`src/rtl/filter_3x3_seq_ctrl.sv`:
```
// Load/read sequencer for the 3-row x 240-px 3x3 filter RAM block.
// Optional macro FILT_CTRL_BORDER_EN: read cursors 0..ROW_LEN-1, with the border pixels forced to zero.
module filter_3x3_seq_ctrl #(
  parameter int BLOCK_LENGTH = 720,
  parameter int ROW_LEN      = 240,
  parameter int RD_LAT       = 3
) (
  input  logic        clk,
  input  logic        reset,
  input  logic        start,
  output logic        busy,
  output logic        done,
  input  logic        in_valid,
  output logic        in_ready,
  input  logic [15:0] in_data,
  output logic        out_valid,
  input  logic        out_ready,
  output logic [15:0] out_data,
  output logic        out_last,
  output logic        f_wren,
  output logic [9:0]  f_cursor,
  output logic [15:0] f_din,
  input  logic [15:0] f_d_out,
  input  logic        f_d_rdy,
  output logic [2:0]  dbg_state
);

  // Handshakes: a beat transfers on a rising clk edge where valid and ready are both high;
  // the upstream side may drop in_valid at any time, and out_valid/out_data/out_last hold until out_ready.

  typedef enum logic [2:0] {IDLE, LOAD, RD_SET, RD_WAIT, RD_OUT, DONE} state_t;

  localparam logic [9:0] WR_LAST  = 10'(BLOCK_LENGTH - 1);
  localparam logic [3:0] WAIT_MAX = 4'(RD_LAT);
`ifdef FILT_CTRL_BORDER_EN
  localparam logic [9:0] RD_FIRST = 10'd0;
  localparam logic [9:0] RD_LAST  = 10'(ROW_LEN - 1);
`else
  localparam logic [9:0] RD_FIRST = 10'd1;
  localparam logic [9:0] RD_LAST  = 10'(ROW_LEN - 2);
`endif

  state_t      state, state_n;
  logic [9:0]  wr_cnt, wr_cnt_n;
  logic [9:0]  rd_cnt, rd_cnt_n;
  logic [3:0]  wait_cnt, wait_cnt_n;
  logic [9:0]  cursor_q, cursor_n;
  logic        out_valid_q, out_valid_n;
  logic [15:0] out_data_q, out_data_n;
  logic        is_border;

`ifdef FILT_CTRL_BORDER_EN
  assign is_border = (rd_cnt == 10'd0) || (rd_cnt == RD_LAST);
`else
  assign is_border = 1'b0;
`endif

  always_ff @(posedge clk) begin
    if (reset) begin
      state       <= IDLE;
      wr_cnt      <= '0;
      rd_cnt      <= '0;
      wait_cnt    <= '0;
      cursor_q    <= '0;
      out_valid_q <= 1'b0;
      out_data_q  <= '0;
    end else begin
      state       <= state_n;
      wr_cnt      <= wr_cnt_n;
      rd_cnt      <= rd_cnt_n;
      wait_cnt    <= wait_cnt_n;
      cursor_q    <= cursor_n;
      out_valid_q <= out_valid_n;
      out_data_q  <= out_data_n;
    end
  end

  always_comb begin
    state_n     = state;
    wr_cnt_n    = wr_cnt;
    rd_cnt_n    = rd_cnt;
    wait_cnt_n  = wait_cnt;
    cursor_n    = cursor_q;
    out_valid_n = out_valid_q;
    out_data_n  = out_data_q;
    case (state)
      IDLE: begin
        if (start) begin
          state_n  = LOAD;
          wr_cnt_n = '0;
        end
      end
      LOAD: begin
        if (in_valid) begin
          wr_cnt_n = wr_cnt + 10'd1;
          if (wr_cnt == WR_LAST) begin
            state_n  = RD_SET;
            rd_cnt_n = RD_FIRST;
          end
        end
      end
      RD_SET: begin
        cursor_n   = rd_cnt;
        wait_cnt_n = '0;
        if (is_border) begin
          out_data_n  = '0;
          out_valid_n = 1'b1;
          state_n     = RD_OUT;
        end else begin
          state_n = RD_WAIT;
        end
      end
      RD_WAIT: begin
        // d_rdy only counts once the RAM has had RD_LAT cycles to see the new cursor
        if (wait_cnt != WAIT_MAX) begin
          wait_cnt_n = wait_cnt + 4'd1;
        end else if (f_d_rdy) begin
          out_data_n  = f_d_out;
          out_valid_n = 1'b1;
          state_n     = RD_OUT;
        end
      end
      RD_OUT: begin
        if (out_ready) begin
          out_valid_n = 1'b0;
          if (rd_cnt == RD_LAST) begin
            state_n = DONE;
          end else begin
            rd_cnt_n = rd_cnt + 10'd1;
            state_n  = RD_SET;
          end
        end
      end
      DONE:    state_n = IDLE;
      default: state_n = IDLE;
    endcase
  end

  assign in_ready  = (state == LOAD);
  assign f_wren    = (state == LOAD) && in_valid;
  assign f_din     = in_data;
  assign f_cursor  = (state == LOAD) ? wr_cnt : cursor_q;
  assign busy      = (state == LOAD) || (state == RD_SET) || (state == RD_WAIT) || (state == RD_OUT);
  assign done      = (state == DONE);
  assign out_valid = out_valid_q;
  assign out_data  = out_data_q;
  assign out_last  = out_valid_q && (rd_cnt == RD_LAST);
  assign dbg_state = state;

endmodule

```
`config.mk`:
```
export PLATFORM = sky130hd
export DESIGN_NAME = filter_3x3_seq_ctrl
export DESIGN_NICKNAME = d
export VERILOG_FILES = /design/src/rtl/filter_3x3_seq_ctrl.sv
export SDC_FILE = /design/constraint.sdc
export NUM_CORES = 1
export LEC_CHECK = 0
export BUFFER_PORTS_ARGS = -buffer_cell sky130_fd_sc_hd__clkbuf_2
export CAP_MARGIN = 40
export CELL_PAD_IN_SITES_DETAIL_PLACEMENT = 0
export CELL_PAD_IN_SITES_GLOBAL_PLACEMENT = 2
export CORE_MARGIN = 10
export CORE_UTILIZATION = 31
export CTS_CLUSTER_SIZE = 28
export DETAILED_ROUTE_END_ITERATION = 7
export PLACE_DENSITY = 0.9
export SETUP_SLACK_MARGIN = 0.5
export SYNTH_ARGS = -nofsm -noshare
export SYNTH_HDL_FRONTEND = slang
export SYNTH_SLANG_ARGS = --single-unit
export TNS_END_PERCENT = 20
```
`constraint.sdc`:
```
create_clock -name clk -period 2.4 [get_ports clk]
set_input_delay 0 -clock clk [delete_from_list [all_inputs] [get_ports clk]]
set_output_delay 0 -clock clk [all_outputs]
set_load 0.03 [all_outputs]
```
Yosys cells after proc, flatten, opt, wreduce, memory -nomap -nowiden
Cells that the tools add are included.
{"block": "classes", "n_addsub": 3, "eq_ne": 16, "muxes": 23, "n_bitwise": 1, "reduce_logical": 16}
{"op": "2-to-1 mux 10 bit", "n": 7}
{"op": "one-hot mux 10 bit (2 select lines)", "n": 2}
{"op": "2-to-1 mux 3 bit", "n": 7}
{"op": "adder 10 x 1 -> 10 bit (second input constant)", "n": 2}
{"op": "one-hot mux 3 bit (5 select lines)", "n": 1}
{"op": "inequality test 2 bit (second input constant)", "n": 7}
{"op": "equality test 10 bit (second input constant)", "n": 1}
{"op": "equality test 10 x 8 -> 1 bit (second input constant)", "n": 1}
{"op": "one-hot mux 4 bit (2 select lines)", "n": 1}
{"op": "nonzero test 2 bit", "n": 4}
{"op": "equality test 3 x 2 -> 1 bit (second input constant)", "n": 2}
{"op": "equality test 3 bit (second input constant)", "n": 2}
{"op": "AND reduction 3 bit", "n": 2}
{"op": "AND reduction 6 bit", "n": 1}
{"op": "AND reduction 5 bit", "n": 1}
{"op": "adder 4 x 1 -> 4 bit (second input constant)", "n": 1}
{"op": "2-to-1 mux 4 bit", "n": 1}
{"op": "inequality test 4 x 2 -> 1 bit (second input constant)", "n": 1}
{"op": "AND reduction 4 bit", "n": 1}
{"op": "equality test 3 x 1 -> 1 bit (second input constant)", "n": 1}
{"op": "zero test 3 bit", "n": 1}
{"op": "logical OR 1 bit", "n": 3}
{"op": "2-to-1 mux 1 bit", "n": 3}
{"op": "logical AND 1 bit", "n": 2}
{"op": "4 further kinds", "n": 4}
{"block": "word_totals", "reg_bits": 54, "in_bits": 38, "output_inout_bits": 51}

Logic depth before layout (Yosys ltp)
Gate-level depths: netlist (run 1).
{"block": "logic_depth", "depth_word": 4, "ltp_mapped": 7, "depth_no_buf": 6}

Worst setup path after synthesis (run 1)
OpenSTA, ideal clock, no wires.
{"block": "synth_path", "path_type": "reg-to-reg", "startpoint": "register state[1], in the netlist dbg_state[1]", "endpoint": "register rd_cnt[1]", "arrival_ps": 1641, "path_slack_ps": 638, "stages_incl_launch_ff": 8, "path_cell_list": "dfxtp_1 > and2b_1 > nand2_4 > inv_2 > and2_4 > a21o_1 > buf_6 > mux2_4"}
{"block": "synth_via", "elab_chain_len": 3}
{"item": "from (decl)", "line": "43", "text": "state_t state, state_n;"}
{"item": "from (signal assigned)", "line": "68", "text": "state <= state_n;"}
{"item": "equality test 3 bit or equality test 3 x 1 -> 1 bit (tied branches)", "line": "86", "text": "case (state)"}
{"item": "inequality test 2 bit (no line), or another cell as far along"}
{"item": "AND reduction 5 bit (no line)"}
{"item": "to (signal assigned)", "line": "70", "text": "rd_cnt <= rd_cnt_n;"}
{"item": "to (decl)", "line": "45", "text": "logic [9:0] rd_cnt, rd_cnt_n;"}
Several ways; a longest one is shown, not always the timed one.
A chain may end at the register's enable or synchronous reset.

Final worst setup path (run 1)
{"block": "layout_path", "startpoint": "register rd_cnt[0]", "endpoint": "register rd_cnt[1]"}
{"block": "layout_via", "elab_chain_len": 4}
{"item": "adder 10 x 1 -> 10 bit", "line": "129", "text": "rd_cnt_n = rd_cnt + 10'd1;"}
{"item": "2-to-1 mux 10 bit", "line": "126", "text": "if (rd_cnt == RD_LAST) begin"}
{"item": "2-to-1 mux 10 bit", "line": "124", "text": "if (out_ready) begin"}
{"item": "one-hot mux 10 bit (2 select lines)", "line": "86"}
Several ways; a longest one is shown, not always the timed one. The select of a mux whose other input is x is not followed.

==> results of run 1 <==
==> power by group through the flow <==
stage	clock [mW]	sequential, mW	combinational (mW)
CTS	0.641	1.05	0.853
detailed placement	0	1.06	0.828
floorplan	0	1.03	0.722
global placement	0	1.05	0.831
global route	0.675	1.05	0.985
finish	0.611	1.03	0.905
==> how the worst max path moves through the flow <==
stage                             from         to  slack (ns)  cells after the start
after floorplan           dbg_state[1]  rd_cnt[1]        0.64                      7
after global placement    dbg_state[2]  rd_cnt[1]        0.51                      4
after detailed placement  dbg_state[2]  rd_cnt[1]        0.46                      4
after CTS                    rd_cnt[0]  rd_cnt[1]        0.50                      6
after global routing         wr_cnt[7]  rd_cnt[1]        0.46                      4
final                        rd_cnt[0]  rd_cnt[1]        0.59                      6
==> sequential cells by signal (all words and copies together), names as in the netlist <==
| register | flops |
|---|---|
| out_valid | 1 |
| wr_cnt | 10 |
| cursor_q | 10 |
| wait_cnt | 4 |
| dbg_state | 3 |
| out_data | 16 |
| rd_cnt | 10 |
==> critical path, cell delays in order, from the launching register on <==
cell     delay (ns)
dfxtp_1        0.44
inv_1          0.07
ha_1           0.19
and4b_1        0.19
a31oi_2        0.23
a21o_2         0.27
mux2_4         0.32
==> stage by stage <==
stage / util / hold slack, ns / power (mW) / setup slack (ns)
6_report: 0.381 / 0.0000132 / 2.55 / 0.588
5_1_grt: 0.381 / 0.0000434 / 2.71 / 0.464
4_1_cts: 0.377 / 0.000205 / 2.54 / 0.498
3_5_place_dp: 0.346 / 0.000205 / 1.89 / 0.456
3_3_place_gp: 0.346 / 0.000205 / 1.88 / 0.506
2_1_floorplan: - / 0.132 / 1.75 / 0.638
==> metal layers <==
| metal | track usage | up-vias | routed length (um) | part of all wire |
|---|---|---|---|---|
| met5 | 0 | - | 0 | 0 |
| met4 | 0.0459 | 0 | 110 | 0.015 |
| met3 | 0.0269 | 10 | 403 | 0.055 |
| met2 | 0.172 | 51 | 3430 | 0.47 |
| met1 | 0.143 | 1122 | 3400 | 0.46 |
| li1 | - | 1259 | - | - |
==> cell usage in the layout, fill, tap and decap left out, types with 3 or more instances in the layout <==
master / count
nand2_1: 64
clkbuf_2: 56
dfxtp_1: 51
a21oi_1: 41
dlygate4sd3_1: 16
nor2_1: 14
mux2_2: 12
nand4_1: 7
nand3_1: 7
o21ai_0: 7
nor3_1: 6
nand2b_1: 6
inv_1: 5
or3_1: 5
clkbuf_8: 5
buf_4: 5
and3_1: 4
mux2i_1: 4
xor2_1: 4
o32ai_1: 4
ha_1: 4
and2_1: 3
o21a_1: 3
==> cells by family (layout without fill, tap and decap cells) <==
logic type / after synthesis / after routing
multiplexers: 18 / 18
XOR/XNOR: 6 / 6
buffers and inverters: 41 / 93
AND/OR/NAND/NOR: 140 / 140
flip-flops: 54 / 54
AO/OA/AOI/OAI: 72 / 72
adder cells (fa/ha/maj): 4 / 4
==> repair_timing <==
item	in CTS	in global routing
hold endpoints to repair	16	0
gates resized for setup	4	5
setup endpoints to repair	17	31
hold buffers	16	0
setup buffers	0	3
==> final cells by class <==
type / instances / area, um2 / share of cell area
multi-input combinational: 240 / 1520 / 0.452
clock inverter: 1 / 30.0 / 0.00891
tap: 108 / 135 / 0.0401
sequential: 54 / 1090 / 0.323
clock buffer: 7 / 76.3 / 0.0226
timing repair buffer: 78 / 489 / 0.145
inverter: 7 / 26.3 / 0.00780
==> impl_results.md, run 1 <==
- Initial antenna violation count: 0
- Hold Path Depth: 0
- CTS root buffer: clkbuf_8
- Syn nets: 377
- Routed vias/inst: 4.93
- Simple-Gate Fraction of Synth Area: 0.262
- Period utilisation layout: 0.755
- Cts bufs inserted: 5
- Compound-Gate Fraction of Synth Area: 0.163
- Commonest cells post-synth: nand2_1, dfxtp_1, a21oi_1
- Ys flop type: dfxtp_1
- # clock sinks: 54
- Clk Latency, worst-skew pair: 0.31 ns
- Starting Density: 0.322
- Largest family of logic cells by synthesized area: simple AND/OR/NAND/NOR gates
- Layout cells sized above 1: 0.274
- Number of synthesized flops with an enable pin: 0
- NetSw: 951 uW
- Post-place instance area: 3070 um2
- Critical Path Fanout Max: 9
- Number of global-route vias before repair: 2423
- Sw Ratio: 0.373
- Post-synthesis mux area share: 0.0720
- Gate Count Post-Synth: 335
- Cell internal pwr: 1.60 mW
- Port Buffers: 56
- Drc violations: 0
- Ant. Diodes: 0
- Synth top area share: 0.379
- Critical path arrival: 2.02 ns
- FF+latch count, synth: 54
- Layout area overhead: 18.2%
- P_leak: 1.28 nW
- Flop-to-flop setup slack: 0.59 ns
- R2r endpoint: rd_cnt[1]
- Worst-margin pin slew: 0.604 ns
- Sequential share of power: 0.406
- CP Class: flop to flop
- Reg2Reg Depth: 6
- Critical Path Source Type: flop
- Post-synth ARST share: 0
- Top cells by area, synth: dfxtp_1, nand2_1, a21oi_1, mux2_2, buf_4
- Synth Area in Adders: 0.0176
- Gr usage total: 0.111
- Filler cells: 932
- Max Clock Skew: 0.00852 ns
- Clk buf depth: 2
- Clk pin slew, worst setup/hold paths: 0.10 ns
- Final Hold Viols: 0
- Xor-xnor portion of the synthesized cell area: 0.0184
- Cell accounting for the most synthesized area: dfxtp_1
- F_max: 0.552 GHz
- Grt ovf: 0
- Rows: 34
- Max_cap viols: 0
- CP Capture Type: flop
- Die height: 116 um
- Status: complete, no violations
- Die X: 116 um
- Synthesized area: 2850 um2
- Die Area: 13400 um2
- Hold_sp: in_data[5]
- WL final: 7340 um
- Core area: 8850 um2
- Fin crit period: 1.81 ns
- Final Wtd Congestion: 0.787
- Io pins: 89
- H-tree depth: 2
- Comb pwr share: 0.355
- Slew Viols, Final: 0
- Distinct cells, synth: 60
- Slew headroom: 0.597
- Sequential area share after synthesis: 0.379
- Post-Route Setup TNS: 0 ns
- Vias: 2442
- Hold/Removal Path Class: input pin to primary output
- Inst Count DP: 468
- Clk network pwr share: 0.240
- ANT nets after route: 0
- RSZ-0062 raised after global routing: yes
- PD cells: 757 nW/um2
- TritonCTS clock tree: built
- Largest net degree at the start of global routing: 29
- WL per Instance: 14.8 um
- Fin area: 3370 um2
- Max rail drop VDD: 684 uV
- DP HPWL: 5300 um
- Drt first pass iters: 4
- First-pass GRT wire length: 12100 um
- WP data required: 2.61 ns
- Mean Syn Cell Area: 8.51 um2
- Hold EP: f_din[5]
- Starting DRT DRC Count: 190
- Synth warnings: 0
- # nets final: 428
- Count leader, synth: nand2_1
- Layout Cells excl Fill: 495
- Final setup violation count: 0
- R2R Path Start: rd_cnt[0]
(Power assumes the default switching activity.)
==> run 2, diff against run 1 <==
--- a/config.mk
+++ b/config.mk
@@ -10,10 +10,10 @@
 export CELL_PAD_IN_SITES_DETAIL_PLACEMENT = 0
 export CELL_PAD_IN_SITES_GLOBAL_PLACEMENT = 2
 export CORE_MARGIN = 10
-export CORE_UTILIZATION = 31
+export CORE_UTILIZATION = 26
 export CTS_CLUSTER_SIZE = 28
 export DETAILED_ROUTE_END_ITERATION = 7
-export PLACE_DENSITY = 0.9
+export PLACE_DENSITY = 0.81
 export SETUP_SLACK_MARGIN = 0.5
 export SYNTH_ARGS = -nofsm -noshare
 export SYNTH_HDL_FRONTEND = slang
==> constraint.sdc (replaced) <==
create_clock -name clk -period 1.6 [get_ports clk]
set_input_delay 0 -clock clk [delete_from_list [all_inputs] [get_ports clk]]
set_output_delay 0 -clock clk [all_outputs]
set_load 0.03 [all_outputs]
==> run 2 against run 1 <==
  * The flow now finishes with violations (setup timing)
  * Non-clock buffer count grew 42
  * Final cell count grew 15%
  * Die area grew 16%
  * Routed wire length grew 19%
  * Clock-buffer cell count shrank 2
  * First-iteration DRC count shrank 25%
==> impl_results.md, run 2 (synthesized netlist as in run 1, its figures left out) <==
- Status: complete, but fails checks
- Failing checks: setup timing
- Fin worst setup slack: -0.0519 ns
- ANT nets after route: 0
- Inst Count DP: 525
- P_leak: 1.59 nW
- Top Usage Layer GRT: met2
- Register area: 1100 um2
- Post-Place Setup Slack: 0.0190 ns
- Buf/Inv on CP: 3
- Worst path slowest cell: dfxtp_4
- Number of global-route vias before repair: 2659
- Initial antenna violation count: 0
- Starting Density: 0.264
- Die X: 125 um
- Met2 usage: 0.175
- Io pins: 89
- Drc violations: 0
- Post-place instance area: 3330 um2
- WL final: 8750 um
- F_max: 0.605 GHz
- Critical Path Source Type: flop
- H-tree depth: 2
- PD cells: 1100 nW/um2
- Commonest cells after routing, fill and taps aside: nand2_1, dfxtp_1, clkbuf_2, buf_4, a21oi_1
- First-pass GRT wire length: 13800 um
- TritonCTS clock tree: built
- Routed vias/inst: 4.82
- Grt met1 use: 0.125
- Max rail drop VDD: 758 uV
- Hold/Removal Path Class: input pin to primary output
- Drt first pass iters: 4
- CP Capture Type: primary output
- Slew headroom: 0.726
- RSZ-0062 raised after global routing: yes
- Final Hold Viols: 0
- Final Wtd Congestion: 0.841
- Gr usage total: 0.104
- Final core utilization: 0.400
- Most used cell, CP: buf_8
- Clk Latency, worst-skew pair: 0.32 ns
- Worst-margin pin slew: 0.411 ns
- Met3 Use GR: 0.0243
- Critical path arrival: 1.65 ns
- Die Area: 15600 um2
- Critical Path, Cell by Cell: and2b_2, nand2_4, inv_6, buf_8, mux2_4, buf_8
- Final setup violation count: 10
- Ant. Diodes: 0
- Slowest Stage Delay on Critical Path: 0.36 ns
- Footprint of the multi-input gates: 1870 um2
- Filler cells: 1042
- Critical Path Fanout Max: 6
- Layout area overhead: 51.6%
- Vias: 2754
- # clock sinks: 54
- Largest net degree at the start of global routing: 29
- Starting DRT DRC Count: 142
- # nets final: 472
- Layout Cells excl Fill: 571
- Layout cells sized above 1: 0.464
- CP Class: flop to primary output
- Rows: 38
- Fin area: 4320 um2
- Max_cap viols: 0
- Max Clock Skew: 0.0118 ns
- Crit path max-delay family: buffers and inverters
- WL per Instance: 15.3 um
- Leading cell type in the layout, fill and taps excluded: nand2_1
- DP HPWL: 5930 um
- Cts bufs inserted: 5
- Grt ovf: 0
- CTS root buffer: clkbuf_8
- Number of flip-flops in the largest register: 16
- Clk buf depth: 2
- Clk pin slew, worst setup/hold paths: 0.11 ns
- Die height: 125 um
- Slew Viols, Final: 0
- Core area: 10800 um2
- Fin crit period: 1.65 ns
- Port Buffers: 56
- WP data required: 1.60 ns
- Period utilisation layout: 1.03
[run 2: layer usage]
layer	part of all wire	wire (um)
met1	0.45	3900
met2	0.48	4230
met3	0.055	479
met4	0.016	143
met5	0	0
[run 2: repair_timing]
item                                    in CTS  in global routing
endpoints found under the setup margin      70                 70
hold buffers                                16                  0
setup buffers                               12                  7
pin swaps                                   31                 20
gates resized for setup                    100                 36
cloned                                       1                  2
endpoints found under the hold margin       16                  0
[run 2: area by class of cell]
| class | instances | share of cell area |
|---|---|---|
| Multi-Input combinational cell | 242 | 0.433 |
| Sequential cell | 54 | 0.255 |
| Timing Repair Buffer | 120 | 0.243 |
| Tap cell | 140 | 0.0405 |
| Clock buffer | 5 | 0.0159 |
| Inverter | 7 | 0.00724 |
| Clock inverter | 3 | 0.00579 |
[run 2: through the flow]
| step | setup TNS, ns | power [mW] | hold slack (ns) |
|---|---|---|---|
| floorplan | 0 | 2.67 | 0.132 |
| CTS | -0.617 | 4.56 | 0.000205 |
| finish | -0.367 | 4.76 | 0.0000109 |
| detailed placement | 0 | 3.01 | 0.000205 |
| global route | -0.927 | 5.01 | 0.0000416 |
| global placement | 0 | 3.01 | 0.000205 |
[run 2: worst register-to-register path: cells and delay by family (launching register included)]
family,cells,cell delay (ns)
AOI/OAI and AO/OA,1,0.15
and+or+nand+nor,3,0.74
buffers and inverters,2,0.29
DFF,1,0.36
[run 2: path summary, 6_finish.rpt]
check,start,end,slack [ns],cells after the start
worst max-delay path,dbg_state[1],f_cursor[1],-0.05,6
worst min register to register,out_data[0],out_data[0],0.46,2
worst min-delay path,in_data[0],f_din[0],0.00001,0
worst max register to register,dbg_state[1],wr_cnt[6],0,6
[run 2: power by group]
part | leakage [nW] | total, mW | internal (mW) | switching (mW)
Clock | 0.0447 | 0.828 | 0.318 | 0.510
Combinational | 1.10 | 2.47 | 1.20 | 1.26
Sequential | 0.442 | 1.46 | 1.42 | 0.0469
